### src/rtl/uart_tx_arbiter_pkg.sv
// Shared definitions for the round-robin UART transmit arbiter: FSM state
// encoding, frame geometry and the transmitter's idle bit-index marker.
package uart_tx_arbiter_pkg;

    typedef enum logic [1:0] {
        ST_IDLE  = 2'd0,
        ST_START = 2'd1,
        ST_SEND  = 2'd2
    } state_t;

    localparam int         FRAME_BITS  = 10;
    localparam logic [3:0] TX_IDLE_IDX = 4'd15;

    // Serial frame, LSB first on the line: start bit, data LSB first, stop bit.
    function automatic logic [FRAME_BITS-1:0] make_frame(input logic [7:0] data);
        return {1'b1, data, 1'b0};
    endfunction

endpackage

### src/rtl/uart_tx_arbiter_tx_uart.sv
// Bit-serial transmitter: shifts out a (BW+1)-bit pre-framed word LSB first,
// each bit held CLOCKS_PER_BAUD cycles. The bit index reads TX_IDLE_IDX when
// no word is in flight and the line is then high.
module tx_uart
    import uart_tx_arbiter_pkg::*;
#(
    parameter int BW              = 9,
    parameter int TIMER_BITS      = 32,
    parameter int CLOCKS_PER_BAUD = 868
) (
    input  logic          clk,
    input  logic          i_reset,
    input  logic          i_start,
    input  logic [BW:0]   i_data,
    output logic [3:0]    o_bit_idx,
    output logic          o_txd
);

    localparam logic [TIMER_BITS-1:0] BAUD_RELOAD = TIMER_BITS'(CLOCKS_PER_BAUD - 1);
    localparam logic [3:0]            LAST_IDX    = 4'(BW);

    logic [BW:0]           shreg;
    logic [TIMER_BITS-1:0] timer;

    // Bit 0 of the shift register is the bit currently on the line; it is
    // all ones whenever idle so the line rests high.
    assign o_txd = shreg[0];

    // Load on start, then count down each baud period and shift the next bit in.
    always_ff @(posedge clk) begin
        // NOTE: every register here uses <= so all of them see pre-edge values;
        // a blocking = would let later statements read the freshly written value.
        if (i_reset) begin
            shreg     <= '1;
            timer     <= '0;
            o_bit_idx <= TX_IDLE_IDX;
        end else if (i_start) begin
            shreg     <= i_data;
            timer     <= BAUD_RELOAD;
            o_bit_idx <= 4'd0;
        end else if (o_bit_idx != TX_IDLE_IDX) begin
            if (timer != '0) begin
                timer <= timer - TIMER_BITS'(1);
            end else if (o_bit_idx == LAST_IDX) begin
                shreg     <= '1;
                o_bit_idx <= TX_IDLE_IDX;
            end else begin
                timer     <= BAUD_RELOAD;
                shreg     <= {1'b1, shreg[BW:1]};
                o_bit_idx <= o_bit_idx + 4'd1;
            end
        end
    end

endmodule

### src/rtl/uart_tx_arbiter.sv
// Round-robin arbiter that accepts one byte at a time from NREQ requesters,
// frames it and hands it to a single shared UART transmitter.
module uart_tx_arbiter
    import uart_tx_arbiter_pkg::*;
#(
    parameter int NREQ            = 4,
    parameter int TIMER_BITS      = 32,
    parameter int CLOCKS_PER_BAUD = 868
) (
    input  logic              clk,
    input  logic              i_reset,
    input  logic [NREQ-1:0]   i_valid,
    input  logic [8*NREQ-1:0] i_data,
    output logic [NREQ-1:0]   o_ready,
    output logic              o_busy,
    output logic [2:0]        o_grant_id,
    output logic              uart_rxd_out
);

    state_t                state;
    state_t                next_state;
    logic [2:0]            last_grant;
    logic [FRAME_BITS-1:0] frame;
    logic [3:0]            bit_idx;
    logic                  tx_start;

    logic                  found;
    logic [2:0]            pick;
    logic [7:0]            pick_data;
    logic [NREQ-1:0]       pick_onehot;
    logic                  grant;

    // Round-robin search: first valid requester above last_grant, else the
    // first valid one from index 0 up to and including last_grant.
    always_comb begin
        // NOTE: every output of this block gets a default first; a path that
        // leaves one unassigned would make synthesis infer a latch.
        found       = 1'b0;
        pick        = '0;
        pick_data   = '0;
        pick_onehot = '0;
        for (int k = 0; k < NREQ; k++) begin
            if (!found && i_valid[k] && (3'(k) > last_grant)) begin
                found          = 1'b1;
                pick           = 3'(k);
                pick_data      = i_data[8*k +: 8];
                pick_onehot[k] = 1'b1;
            end
        end
        for (int k = 0; k < NREQ; k++) begin
            if (!found && i_valid[k] && (3'(k) <= last_grant)) begin
                found          = 1'b1;
                pick           = 3'(k);
                pick_data      = i_data[8*k +: 8];
                pick_onehot[k] = 1'b1;
            end
        end
    end

    // A grant only commits in IDLE and never in a cycle that is being reset.
    assign grant    = (state == ST_IDLE) && found && !i_reset;
    assign o_ready  = grant ? pick_onehot : '0;
    assign o_busy   = (state != ST_IDLE);
    assign tx_start = (state == ST_START);

    // Next-state logic: IDLE -> START on grant, START -> SEND, SEND -> IDLE
    // once the transmitter reports it has gone idle again.
    always_comb begin
        next_state = state;
        case (state)
            ST_IDLE:  if (grant) next_state = ST_START;
            ST_START: next_state = ST_SEND;
            ST_SEND:  if (bit_idx == TX_IDLE_IDX) next_state = ST_IDLE;
            default:  next_state = ST_IDLE;
        endcase
    end

    // State register plus the grant bookkeeping and latched frame.
    always_ff @(posedge clk) begin
        if (i_reset) begin
            state      <= ST_IDLE;
            last_grant <= 3'(NREQ - 1);
            frame      <= '1;
            o_grant_id <= '0;
        end else begin
            state <= next_state;
            if (grant) begin
                last_grant <= pick;
                o_grant_id <= pick;
                frame      <= make_frame(pick_data);
            end
        end
    end

    tx_uart #(
        .BW              (9),
        .TIMER_BITS      (TIMER_BITS),
        .CLOCKS_PER_BAUD (CLOCKS_PER_BAUD)
    ) u_tx (
        .clk       (clk),
        .i_reset   (i_reset),
        .i_start   (tx_start),
        .i_data    (frame),
        .o_bit_idx (bit_idx),
        .o_txd     (uart_rxd_out)
    );

endmodule

### config.mk
export PLATFORM = sky130hd
export DESIGN_NAME = uart_tx_arbiter
export DESIGN_NICKNAME = d
export VERILOG_FILES = /design/src/rtl/uart_tx_arbiter_pkg.sv /design/src/rtl/uart_tx_arbiter_tx_uart.sv /design/src/rtl/uart_tx_arbiter.sv
export SDC_FILE = /design/constraint.sdc
export NUM_CORES = 1
export LEC_CHECK = 0
export ABC_AREA = 1
export BUFFER_PORTS_ARGS = -buffer_cell sky130_fd_sc_hd__buf_2
export CAP_MARGIN = 20
export CORE_ASPECT_RATIO = 1.1
export CORE_MARGIN = 3
export CORE_UTILIZATION = 64
export DETAILED_ROUTE_END_ITERATION = 12
export GPL_ROUTABILITY_DRIVEN = 0
export PLACE_DENSITY_LB_ADDON = 0.2
export REMOVE_ABC_BUFFERS = 1
export SLEW_MARGIN = 10
export SYNTH_ARGS = -nofsm -noshare
export SYNTH_HDL_FRONTEND = slang
export SYNTH_HIERARCHICAL = 1
export SYNTH_SLANG_ARGS = --single-unit
### constraint.sdc
create_clock -name clk -period 4.41 [get_ports clk]
set_clock_uncertainty 0.05 [all_clocks]
set_input_delay 0.441 -clock clk [delete_from_list [all_inputs] [get_ports clk]]
set_output_delay 0.441 -clock clk [all_outputs]
set_load 0.01 [all_outputs]
Word-level counts from Yosys, hierarchy flattened

Cells that the tools add are included.

$add $sub $neg: 2
Multiply operators: 0
Div/mod/pow operators: 0
Order comparisons: 8
Equal/unequal tests: 10
Shift operators: 0
Multiplexer cells: 46
Bitwise operators: 0
Reduce and logical (&&, ||, !) cells: 34

Operators by type and width:

| kind                                                                             | number |
|---|---|
| 32-bit 2-to-1 mux                                                                | 2 |
| 8-bit 2-to-1 mux                                                                 | 8 |
| 10-bit 2-to-1 mux                                                                | 5 |
| 32-bit nonzero test                                                              | 1 |
| 32-bit by 1-bit subtractor with 32-bit output (second input constant)            | 1 |
| 4-bit 2-to-1 mux                                                                 | 5 |
| 3-bit 2-to-1 mux                                                                 | 6 |
| 1-bit logical AND                                                                | 17 |
| 1-bit 2-to-1 mux                                                                 | 16 |
| 9-bit 2-to-1 mux                                                                 | 1 |
| 4-bit == test (second input constant)                                            | 2 |
| 1-bit logical NOT                                                                | 8 |
| 2-bit AND reduction                                                              | 4 |
| 1-bit by 3-bit > comparator with 1-bit output (first input constant)             | 2 |
| 2-bit by 3-bit > comparator with 1-bit output (first input constant)             | 2 |
| 1-bit by 3-bit less-or-equal comparator with 1-bit output (first input constant) | 2 |
| 2-bit by 3-bit less-or-equal comparator with 1-bit output (first input constant) | 2 |
| 2-bit != test (second input constant)                                            | 3 |
| 2-bit one-hot mux with 3 select lines                                            | 1 |
| 4-bit by 1-bit adder with 4-bit output (second input constant)                   | 1 |
| 2-bit 2-to-1 mux                                                                 | 2 |
| 4-bit != test (second input constant)                                            | 1 |
| 2-bit nonzero test                                                               | 2 |
| 3-bit by 2-bit != test with 1-bit output (second input constant)                 | 1 |
| 5 further kinds                                                                  | 5 |

Register bits: 63
Latch bits: 0
Bits in writable memories: 0
ROM bits: 0
Bits of input ports: 38
Word-level logic and storage cells: 108
Memories: 0

Depth between registers and ports, before layout

Gate-level depths: netlist of the first run.

Depth after elaboration: 35
Gate-level depth with buffers: 12
Mapped depth without buffers: 12

By module

The synthesis of the first run kept the hierarchy.

By module, submodules not included:

| module          | instances | cells an instance | area an instance (um^2) | seq. area each (um^2) |
|---|---|---|---|---|
| tx_uart         | 1         | 465               | 2857.7                  | 920.9 |
| uart_tx_arbiter | 1         | 229               | 1307.5                  | 300.3 |

Least setup slack after synthesis of the first run

OpenSTA, ideal clock, no wires.

Path type: flip-flop to flip-flop
Start point: register state[0]
End point: register u_tx.timer[18]
Library setup time: 128 ps
Arrival: 1689 ps
Required time: 4232 ps
Slack: 2544 ps
Cell stages (with the launch flop): 7
Cell sequence: dfxtp_1 > inv_1 > nor2_1 > clkinv_1 > nand2_1 > clkbuf_1 > nor2_1

Cells in the longest elaborated chain, start to end: 2

Ends and longest elaborated chain:

| item                                     | line                          | RTL |
|---|---|---|
| start: declaration                       | uart_tx_arbiter.sv:20         | `state_t state;` |
| start signal: assignment                 | uart_tx_arbiter.sv:86         | `state <= next_state;` |
| 2-bit by 1-bit == test with 1-bit output | uart_tx_arbiter.sv:64         | `assign tx_start = (state == ST_START);` |
| 2-bit OR reduction (no source line)      | -                             |  |
| end signal: assignment                   | uart_tx_arbiter_tx_uart.sv:43 | `timer <= timer - TIMER_BITS'(1);` |
| end: declaration                         | uart_tx_arbiter_tx_uart.sv:23 | `logic [TIMER_BITS-1:0] timer;` |

Every way passes these cells.
A chain may end at the register's enable or synchronous reset.

Final worst setup path of the first run

Start point: register last_grant[0]
End point: output o_ready[0]

Cells in the longest elaborated chain, start to end: 34

Ends and longest elaborated chain:

| item                                          | line                  | RTL |
|---|---|---|
| start: declaration                            | uart_tx_arbiter.sv:22 | `logic [2:0] last_grant;` |
| start signal: assignment                      | uart_tx_arbiter.sv:82 | `last_grant <= 3'(NREQ - 1);` |
| start signal: assignment                      | uart_tx_arbiter.sv:88 | `last_grant <= pick;` |
| 1-bit by 3-bit > comparator with 1-bit output | uart_tx_arbiter.sv:43 | `if (!found && i_valid[k] && (3'(k) > last_grant)) begin` |
| 1-bit logical AND                             | uart_tx_arbiter.sv:43 |  |
| 1-bit 2-to-1 mux                              | uart_tx_arbiter.sv:43 |  |
| 1-bit logical NOT                             | uart_tx_arbiter.sv:43 |  |
| 1-bit logical AND (2 in series)               | uart_tx_arbiter.sv:43 |  |
| 1-bit 2-to-1 mux                              | uart_tx_arbiter.sv:43 |  |
| 1-bit logical NOT                             | uart_tx_arbiter.sv:43 |  |
| 1-bit logical AND (2 in series)               | uart_tx_arbiter.sv:43 |  |
| (+13 left out)                                | -                     |  |
| 1-bit logical NOT                             | uart_tx_arbiter.sv:51 | `if (!found && i_valid[k] && (3'(k) <= last_grant)) begin` |
| 1-bit logical AND (2 in series)               | uart_tx_arbiter.sv:51 |  |
| 1-bit 2-to-1 mux                              | uart_tx_arbiter.sv:51 |  |
| 1-bit logical NOT                             | uart_tx_arbiter.sv:51 |  |
| 1-bit logical AND (2 in series)               | uart_tx_arbiter.sv:51 |  |
| 1-bit 2-to-1 mux                              | uart_tx_arbiter.sv:51 |  |
| 1-bit logical AND (2 in series)               | uart_tx_arbiter.sv:61 | `assign grant = (state == ST_IDLE) && found && !i_reset;` |
| 4-bit 2-to-1 mux (*)                          | uart_tx_arbiter.sv:62 | `assign o_ready = grant ? pick_onehot : '0;` |
| end: declaration                              | uart_tx_arbiter.sv:14 | `output logic [NREQ-1:0] o_ready,` |

Every way passes the cells marked *; elsewhere a longest branch is shown, timed or not.

==> results of run 1 <==
## how the worst min path moves through the flow
stage,startpoint,slack (ns),end,cells past startpoint
after CTS,i_data[22],0.41,frame[7],5
final,i_data[22],0.41,frame[7],5
after floorplan,frame[1],0.38,frame[1],2
after global routing,i_data[21],0.42,frame[6],5
after global placement,u_tx/shreg[5],0.40,u_tx/shreg[5],2
after detailed placement,u_tx/shreg[0],0.41,u_tx/shreg[0],2
## kinds of logic after synthesis
group | after synthesis | share of synthesized area, %
fa+ha+maj | 3 | 0.9013
compound gates | 85 | 10.78
simple gates | 431 | 45.15
xor+xnor | 15 | 3.154
other cells | 2 | 0.1803
flops | 61 | 29.32
buf+inv | 97 | 10.51
## worst reg2reg max path: stages (launching register included)
cell and delay, ns:
dfxtp_1 0.32, inv_1 0.08, ha_1 0.24, nand2_2 0.12
nor2_4 0.21, nand2_4 0.09, nor2_8 0.25, inv_1 0.30
nand3_1 0.18, nor2_1 0.05, nor2_1 0.12, nor2_1 0.05
## per-stage QoR
step	std cells	hold slack, ns
after floorplan	674	0.3781
after global placement	801	0.4023
after detailed placement	801	0.4056
after CTS	817	0.4076
after global routing	817	0.4185
final	817	0.4096
## where the power goes
| part | switching, W | internal [W] |
|---|---|---|
| combinational | 0.00162 | 0.000747 |
| clock | 0.000240 | 0.000205 |
| sequential | 0.000160 | 0.000721 |
| total | 0.00202 | 0.00167 |
## layout by cell type, fill, tap and decap left out
cell,count
nor2_1,175
nand2_1,172
inv_1,70
dfxtp_1,61
buf_2,45
a21oi_1,37
nand3_1,37
o21ai_0,31
xor2_1,15
nand4_1,14
o21ai_1,11
clkbuf_8,9
nand2_2,7
nor2_2,7
nor2_4,5
nand3_2,4
inv_2,4
nand2_4,3
nand4_2,3
clkinv_1,3
ha_1,3
nor3_1,2
o22ai_1,2
conb_1,2
clkinv_4,2
clkinvlp_4,2
clkinv_2,2
buf_4,2
nor2_8,2
inv_6,1
o21ai_2,1
a21oi_2,1
o21ai_4,1
o21bai_1,1
## final cells by class
cell class | count | area (um^2)
clock inverters | 7 | 51.30
fillers | 577 | 1699
repair buffers | 47 | 240.2
clock buffers | 9 | 123.9
well taps | 80 | 100.1
inverters | 77 | 289.0
multi-input cells | 536 | 2506
flip-flops and latches | 61 | 1221
## registers in the layout, indices dropped and copies added (netlist names)
register,count
u_tx/o_bit_idx,4
frame,9
u_tx/shreg,10
state,2
last_grant,2
o_grant_id,2
u_tx/timer,32
## metal layers
metal,vias to the layer above,track usage [%],wire length [um]
li1,2245,-,-
met1,2047,30.18,3988
met2,154,48.53,5351
met3,37,4.380,539
met4,0,14.31,335
met5,-,0,0
==> reports/metrics.cfg, run 1 <==
[outcome]
run_status=complete, no violations

[critical_path]
r2r_cells=11
endpoint_kind=output pin
r2r_slack_ns=2.19
max_stage_delay_ns=0.33
path_class=register to output pin
crit_fanout=13
cp-start-kind=register
r2r_start=u_tx/timer[0]
slowest_stage=dfxtp_1
critPathMostFrequentCell=nand3_2
cp-startpoint=last_grant[0]
critical-path-top-delay-family=simple AND/OR/NAND/NOR gates
cp-endpoint=o_ready[0]
crit_chain=nor2_1 > nand2_2 > nand3_2 > nor2_4 > nand4_2 > nand3_2 > nor3_1 > buf_2
cp.required_ns=3.92
critPathBufInv=1
r2r-end=u_tx/timer[26]
worstPathArrival_ns=1.91
path_depth=8

[placement]
place_area_um2=4357
place_hpwl_um=7541
post-place-ws_ns=2.205
io_buffers=45

[clock_tree]
cts_resized=0
cts_hold_buf=0
htree_num_levels=3
cts_buffers=9
clockRootBuffer=clkbuf_8
cts_tree=done
worst_skew_pair.late_latency_ns=0.35
cts_setup_buffers=0
clk_pin_slew_worst_paths_ns=0.08
clock_sinks=61
cts_buffer_depth=2

[timing]
finalSetupTns_ns=0
layout_min_cycle_time_ns=2.397
slew_headroom_pct=48.98
fmax_mhz=417.2
rsz0062_at_grt=false
hold_viol_final=0
setup_violations=0
finalMaxSlewViolations=0
finalCritPeriodShare_pct=54.35
worst_slew_pin_slew_ns=0.7653
fin_ws_ns=2.013

[logic_synthesis]
yosys_register_bits=61
synth_flop_cell=dfxtp_1
synth_most_common_cell=nor2_1
ys_top_cells_by_count=nor2_1 (175), nand2_1 (172), inv_1 (70)
yosysTopAreaCellShare_pct=29.32
synth_top_area_cell=dfxtp_1
post_synth.cell_area_avg_um2=6.002
netlist_top_cells_area=dfxtp_1 (29%), nor2_1 (16%), nand2_1 (16%)
syn_inst=694
synth_cell_types=33
ys_warn_count=6
seq_area_frac_synth_pct=29.32
synth_edf_count=0
netlist_area_um2=4165
synthArstFlopShare_pct=0

[die]
chipHeight_um=90.61
die_w_um=82.92
coreArea_um2=6231
rows=30
io_pins=47
fp.dieArea_um2=7513
initial_core_util_pct=66.85

[global_route]
grt.overflow.total=0
antenna_found_initial=0
grt_pass1_wl_um=17080
grt_max_degree=32
grt_pass1_vias=4070
grt.total_usage_pct=26.97

[job]
max-cap-violations=0

[route]
route.detailed.drc=0
wire_per_inst_um=12.50
drt_iter0_drc=348
viasPerCell=5.487
drt-total-wl_um=10220
vias=4483
drtAntennaViolNets=0
dr.pass1.iters=5

[layout]
num-nets-final=773
fin_util_pct=72.73
antenna_cells=0
layout-drive-gt1-share_pct=13.70
design_area_um2=4532
area_delta_synth_final_pct=8.802

[power_and_ir_drop]
p_per_area_nw_per_um2=815.7
leakage_nw=2.321
power.total_w=0.003697
vdd_drop_max_v=0.0005998

[min_path]
hold_path.class=input pin to register

Power figures use the tool's default switching activity.
==> run 2, diff against run 1 <==
- CORE_UTILIZATION: 64 -> 54
- clock period: 4.41 -> 2 ns (I/O delays scaled with it)
==> reports/metrics.cfg, run 2 (synthesis gave the netlist of run 1 again) <==
[timing]
layout_min_cycle_time_ns=1.944
setup_violations=0
finalCritPeriodShare_pct=97.20
hold_viol_final=0
finalMaxSlewViolations=0
fmax_mhz=514.4
fin_ws_ns=0.05596
finalSetupTns_ns=0

[layout]
instances_no_fill=872
antenna_cells=0
fin_util_pct=68.25
largest_reg_flops=32
layout-drive-gt1-share_pct=18.05
design_area_um2=4946
largest_register=u_tx/timer
mostFrequentLayoutCell=nor2_1
num-nets-final=806
area_delta_synth_final_pct=18.74
final_cell_mix=nor2_1 (174), nand2_1 (172), inv_1 (69)
top_regs=u_tx/timer x32, u_tx/shreg x10, frame x9

[route]
viasPerCell=5.126
dr.pass1.iters=4
route.detailed.drc=0
drt-total-wl_um=10700
drtAntennaViolNets=0
vias=4470
drt_iter0_drc=261
wire_per_inst_um=12.27

[power_and_ir_drop]
seq_power_share_pct=21.7
pwr-share-comb_pct=64.6
p_int_w=0.004364
leakage_nw=2.511
p_switching_w=0.004582
p_per_area_nw_per_um2=1809
power.share.clock_pct=13.8
p_sw_share_pct=51.22
vdd_drop_max_v=0.0009505

[min_path]
holdCritStartpoint=i_reset
hold_path.class=input pin to register

[critical_path]
cp-start-kind=register
path_class=register to output pin
crit_fanout=5
worstPathArrival_ns=1.69
cp.required_ns=1.75
endpoint_kind=output pin
r2r_start=u_tx/timer[22]
cp-startpoint=last_grant[1]

[job]
max-cap-violations=0

[placement]
post-place-ws_ns=0.06945
place_hpwl_um=7891
dp.cells=842
io_buffers=45
place_area_um2=4552

[clock_tree]
htree_num_levels=3
clock_sinks=61
worst_skew_pair.late_latency_ns=0.34
cts_buffers=9
cts_hold_buf=0
cts_buffer_depth=2
cts_tree=done
clockRootBuffer=clkbuf_8
clk_pin_slew_worst_paths_ns=0.08

[die]
rows=32
die_w_um=89.74
chipHeight_um=98.11
coreArea_um2=7247
fp.dieArea_um2=8804
io_pins=47
initial_core_util_pct=57.48

[global_route]
grt_max_degree=32
grt.overflow.total=0
grt_pass1_wl_um=17800
grt_pass1_vias=4049
antenna_found_initial=0
grt.total_usage_pct=23.98

[outcome]
run_status=complete, no violations

run 2: per-layer routing:
metal	vias to the layer above	routed length, um	track usage, %	share of wire [%]
li1	2317	-	-	-
met5	-	0	0	0
met1	2020	4447	27.22	42
met4	0	112	7.075	1.0
met2	122	5596	44.16	52
met3	11	545	6.240	5.1
run 2: path summary, 6_finish.rpt:
kind | cells after the start | to | slack, ns
worst max-delay path | 7 | o_ready[3] | 0.06
worst min-delay path | 2 | state[1] | 0.06
worst max register to register | 11 | u_tx/timer[27] | 0.10
worst min register to register | 2 | u_tx/shreg[3] | 0.43
run 2: final cells by class:
class | count | area (um^2)
Clock buffer | 9 | 123.9
Multi-Input combinational cell | 536 | 2561
Fill cell | 631 | 2301
Clock inverter | 7 | 98.84
Tap cell | 102 | 127.6
Inverter | 77 | 292.8
Sequential cell | 61 | 1224
Timing Repair Buffer | 80 | 518.0
run 2: what timing repair did:
action,in CTS,in global routing
buffers inserted,2,12
resized for setup,2,11
setup endpoints to repair,4,31
pin swaps,1,6
run 2: worst max-delay path: stages (launching register included):
cell	delay [ns]
dfxtp_2	0.35
nand2_1	0.07
nand2_2	0.10
nand3_4	0.09
nor2_4	0.24
nand4_4	0.16
a21oi_1	0.18
buf_2	0.15
run 2: power by group through the flow:
stage | combinational (W) | sequential (W) | clock [W]
5_1_grt | 0.00656 | 0.00198 | 0.00131
6_report | 0.00577 | 0.00194 | 0.00123
4_1_cts | 0.00553 | 0.00193 | 0.00125
3_5_place_dp | 0.00549 | 0.00196 | 0
3_3_place_gp | 0.00539 | 0.00194 | 0
2_1_floorplan | 0.00405 | 0.00187 | 0
run 2: through the flow:
step / hold slack, ns / power, W
3_5_place_dp: 0.4159 / 0.007445
6_report: 0.05705 / 0.008946
3_3_place_gp: 0.4032 / 0.007330
2_1_floorplan: 0.2191 / 0.005918
4_1_cts: 0.03914 / 0.008716
5_1_grt: 0.06364 / 0.009849
==> run 3, diff against run 2 <==
- CORE_UTILIZATION: 54 -> 59
- PLACE_DENSITY_LB_ADDON: 0.2 -> 0.25
- clock period: 2 -> 1.9 ns (I/O delays scaled with it)
==> reports/metrics.cfg, run 3 (synthesis gave the netlist of run 1 again) <==
[outcome]
run_status=finished, violations left
violations=setup timing

[critical_path]
max_stage_delay_ns=0.36
critPathBufInv=2
cp-start-kind=register
path_class=register to register
crit_fanout=6
cp-startpoint=u_tx/timer[6]
worstPathArrival_ns=2.08
cp.required_ns=2.06
slowest_stage=dfxtp_1
crit_chain=nor2_2 > nand2_2 > nor2_4 > nand2_4 > nor2_8 > buf_8 > buf_12 > o21ai_4 > a21oi_1 > o21ai_0
r2r_start=u_tx/timer[6]
critical-path-top-delay-family=simple AND/OR/NAND/NOR gates
endpoint_kind=register

[power_and_ir_drop]
p_per_area_nw_per_um2=2002
leakage_nw=2.578
vdd_drop_max_v=0.001464

[timing]
fmax_mhz=520.4
rsz0062_at_grt=true
setup_violations=1
finalMaxSlewViolations=0
finalCritPeriodShare_pct=101.1
hold_viol_final=0
layout_min_cycle_time_ns=1.922
fin_ws_ns=-0.02160
finalSetupTns_ns=-0.02160

[route]
vias=4835
dr.pass1.iters=5
viasPerCell=5.609
drt_iter0_drc=292
drtAntennaViolNets=0
wire_per_inst_um=14.07
route.detailed.drc=0
drt-total-wl_um=12130

[layout]
instances_no_fill=862
mostFrequentLayoutCell=nand2_1
layout-drive-gt1-share_pct=23.97
area_delta_synth_final_pct=24.15
antenna_cells=0
largest_register=u_tx/timer
largest_reg_flops=32
final_cell_mix=nand2_1 (167), nor2_1 (163), inv_1 (64)
top_regs=u_tx/timer x32, u_tx/shreg x10, frame x9
num-nets-final=816

[placement]
place_hpwl_um=7970
dp.cells=827
io_buffers=45

[clock_tree]
worst_skew_pair.late_latency_ns=0.34
htree_num_levels=3
clock_sinks=61
cts_buffer_depth=2
cts_buffers=9
clockRootBuffer=clkbuf_8
clk_pin_slew_worst_paths_ns=0.08
cts_tree=done

[min_path]
hold_path.class=input pin to register
holdCritStartpoint=i_reset

[global_route]
grt_pass1_wl_um=18150
grt.total_usage_pct=27.65
grt_max_degree=32
grt_pass1_vias=4360
antenna_found_initial=0
grt.overflow.total=0

[job]
max-cap-violations=0

[die]
fp.dieArea_um2=8105
io_pins=47
initial_core_util_pct=62.07
die_w_um=86.11
coreArea_um2=6710
chipHeight_um=94.13
rows=31

==> run 3: worst paths after layout <==
| check | end | slack (ns) | cells after the start |
|---|---|---|---|
| setup / recovery | u_tx/shreg[8] | -0.02 | 10 |
| hold / removal | state[1] | 0.08 | 2 |
| setup reg to reg | u_tx/shreg[8] | -0.02 | 10 |
| hold reg to reg | u_tx/shreg[2] | 0.43 | 2 |
==> run 3: power breakdown <==
| part | internal, W | switching, W | leakage, nW | total, W |
|---|---|---|---|---|
| clock network | 0.000612 | 0.000577 | 0.100 | 0.00119 |
| logic | 0.00261 | 0.00449 | 1.98 | 0.00710 |
| registers | 0.00169 | 0.000378 | 0.501 | 0.00206 |
==> run 3: area by class of cell <==
type	instances	area (um^2)
tap	82	102.6
multi-input combinational	539	2730
clock inverter	7	73.82
timing repair buffer	86	605.6
inverter	77	296.5
fill	523	1539
clock buffer	9	123.9
timing repair inverter	1	7.507
sequential	61	1231
==> run 3: metal layers <==
metal / GRT usage (%) / share of wire [%] / vias up
met2: 49.81 / 51 / 190
met4: 15.96 / 4.6 / 0
li1: - / - / 2343
met3: 5.088 / 5.2 / 61
met5: 0 / 0 / -
met1: 29.84 / 39 / 2241
==> run 3: timing repair <==
| action | 4_1_cts | 5_1_grt |
|---|---|---|
| setup buffers | 7 | 8 |
| resized for setup | 6 | 61 |
| setup endpoints to repair | 15 | 46 |
| hold buffers | 0 | 0 |
| endpoints found under the hold margin | 0 | 0 |
| cloned | 1 | 3 |
| pin swaps | 4 | 18 |
==> run 3: through the flow <==
| stage | utilization, % | instance area (um^2) | power, W | setup WS, ns | hold WS, ns |
|---|---|---|---|---|---|
| floorplan | - | 4016 | 0.006229 | -0.4925 | 0.2091 |
| global placement | 68.02 | 4564 | 0.007724 | 0.04267 | 0.4007 |
| detailed placement | 68.02 | 4564 | 0.007906 | -0.02554 | 0.4082 |
| CTS | 72.38 | 4857 | 0.009273 | -0.009171 | 0.06638 |
| global route | 77.07 | 5171 | 0.01121 | -0.1068 | 0.08555 |
| finish | 77.07 | 5171 | 0.01035 | -0.02160 | 0.07510 |
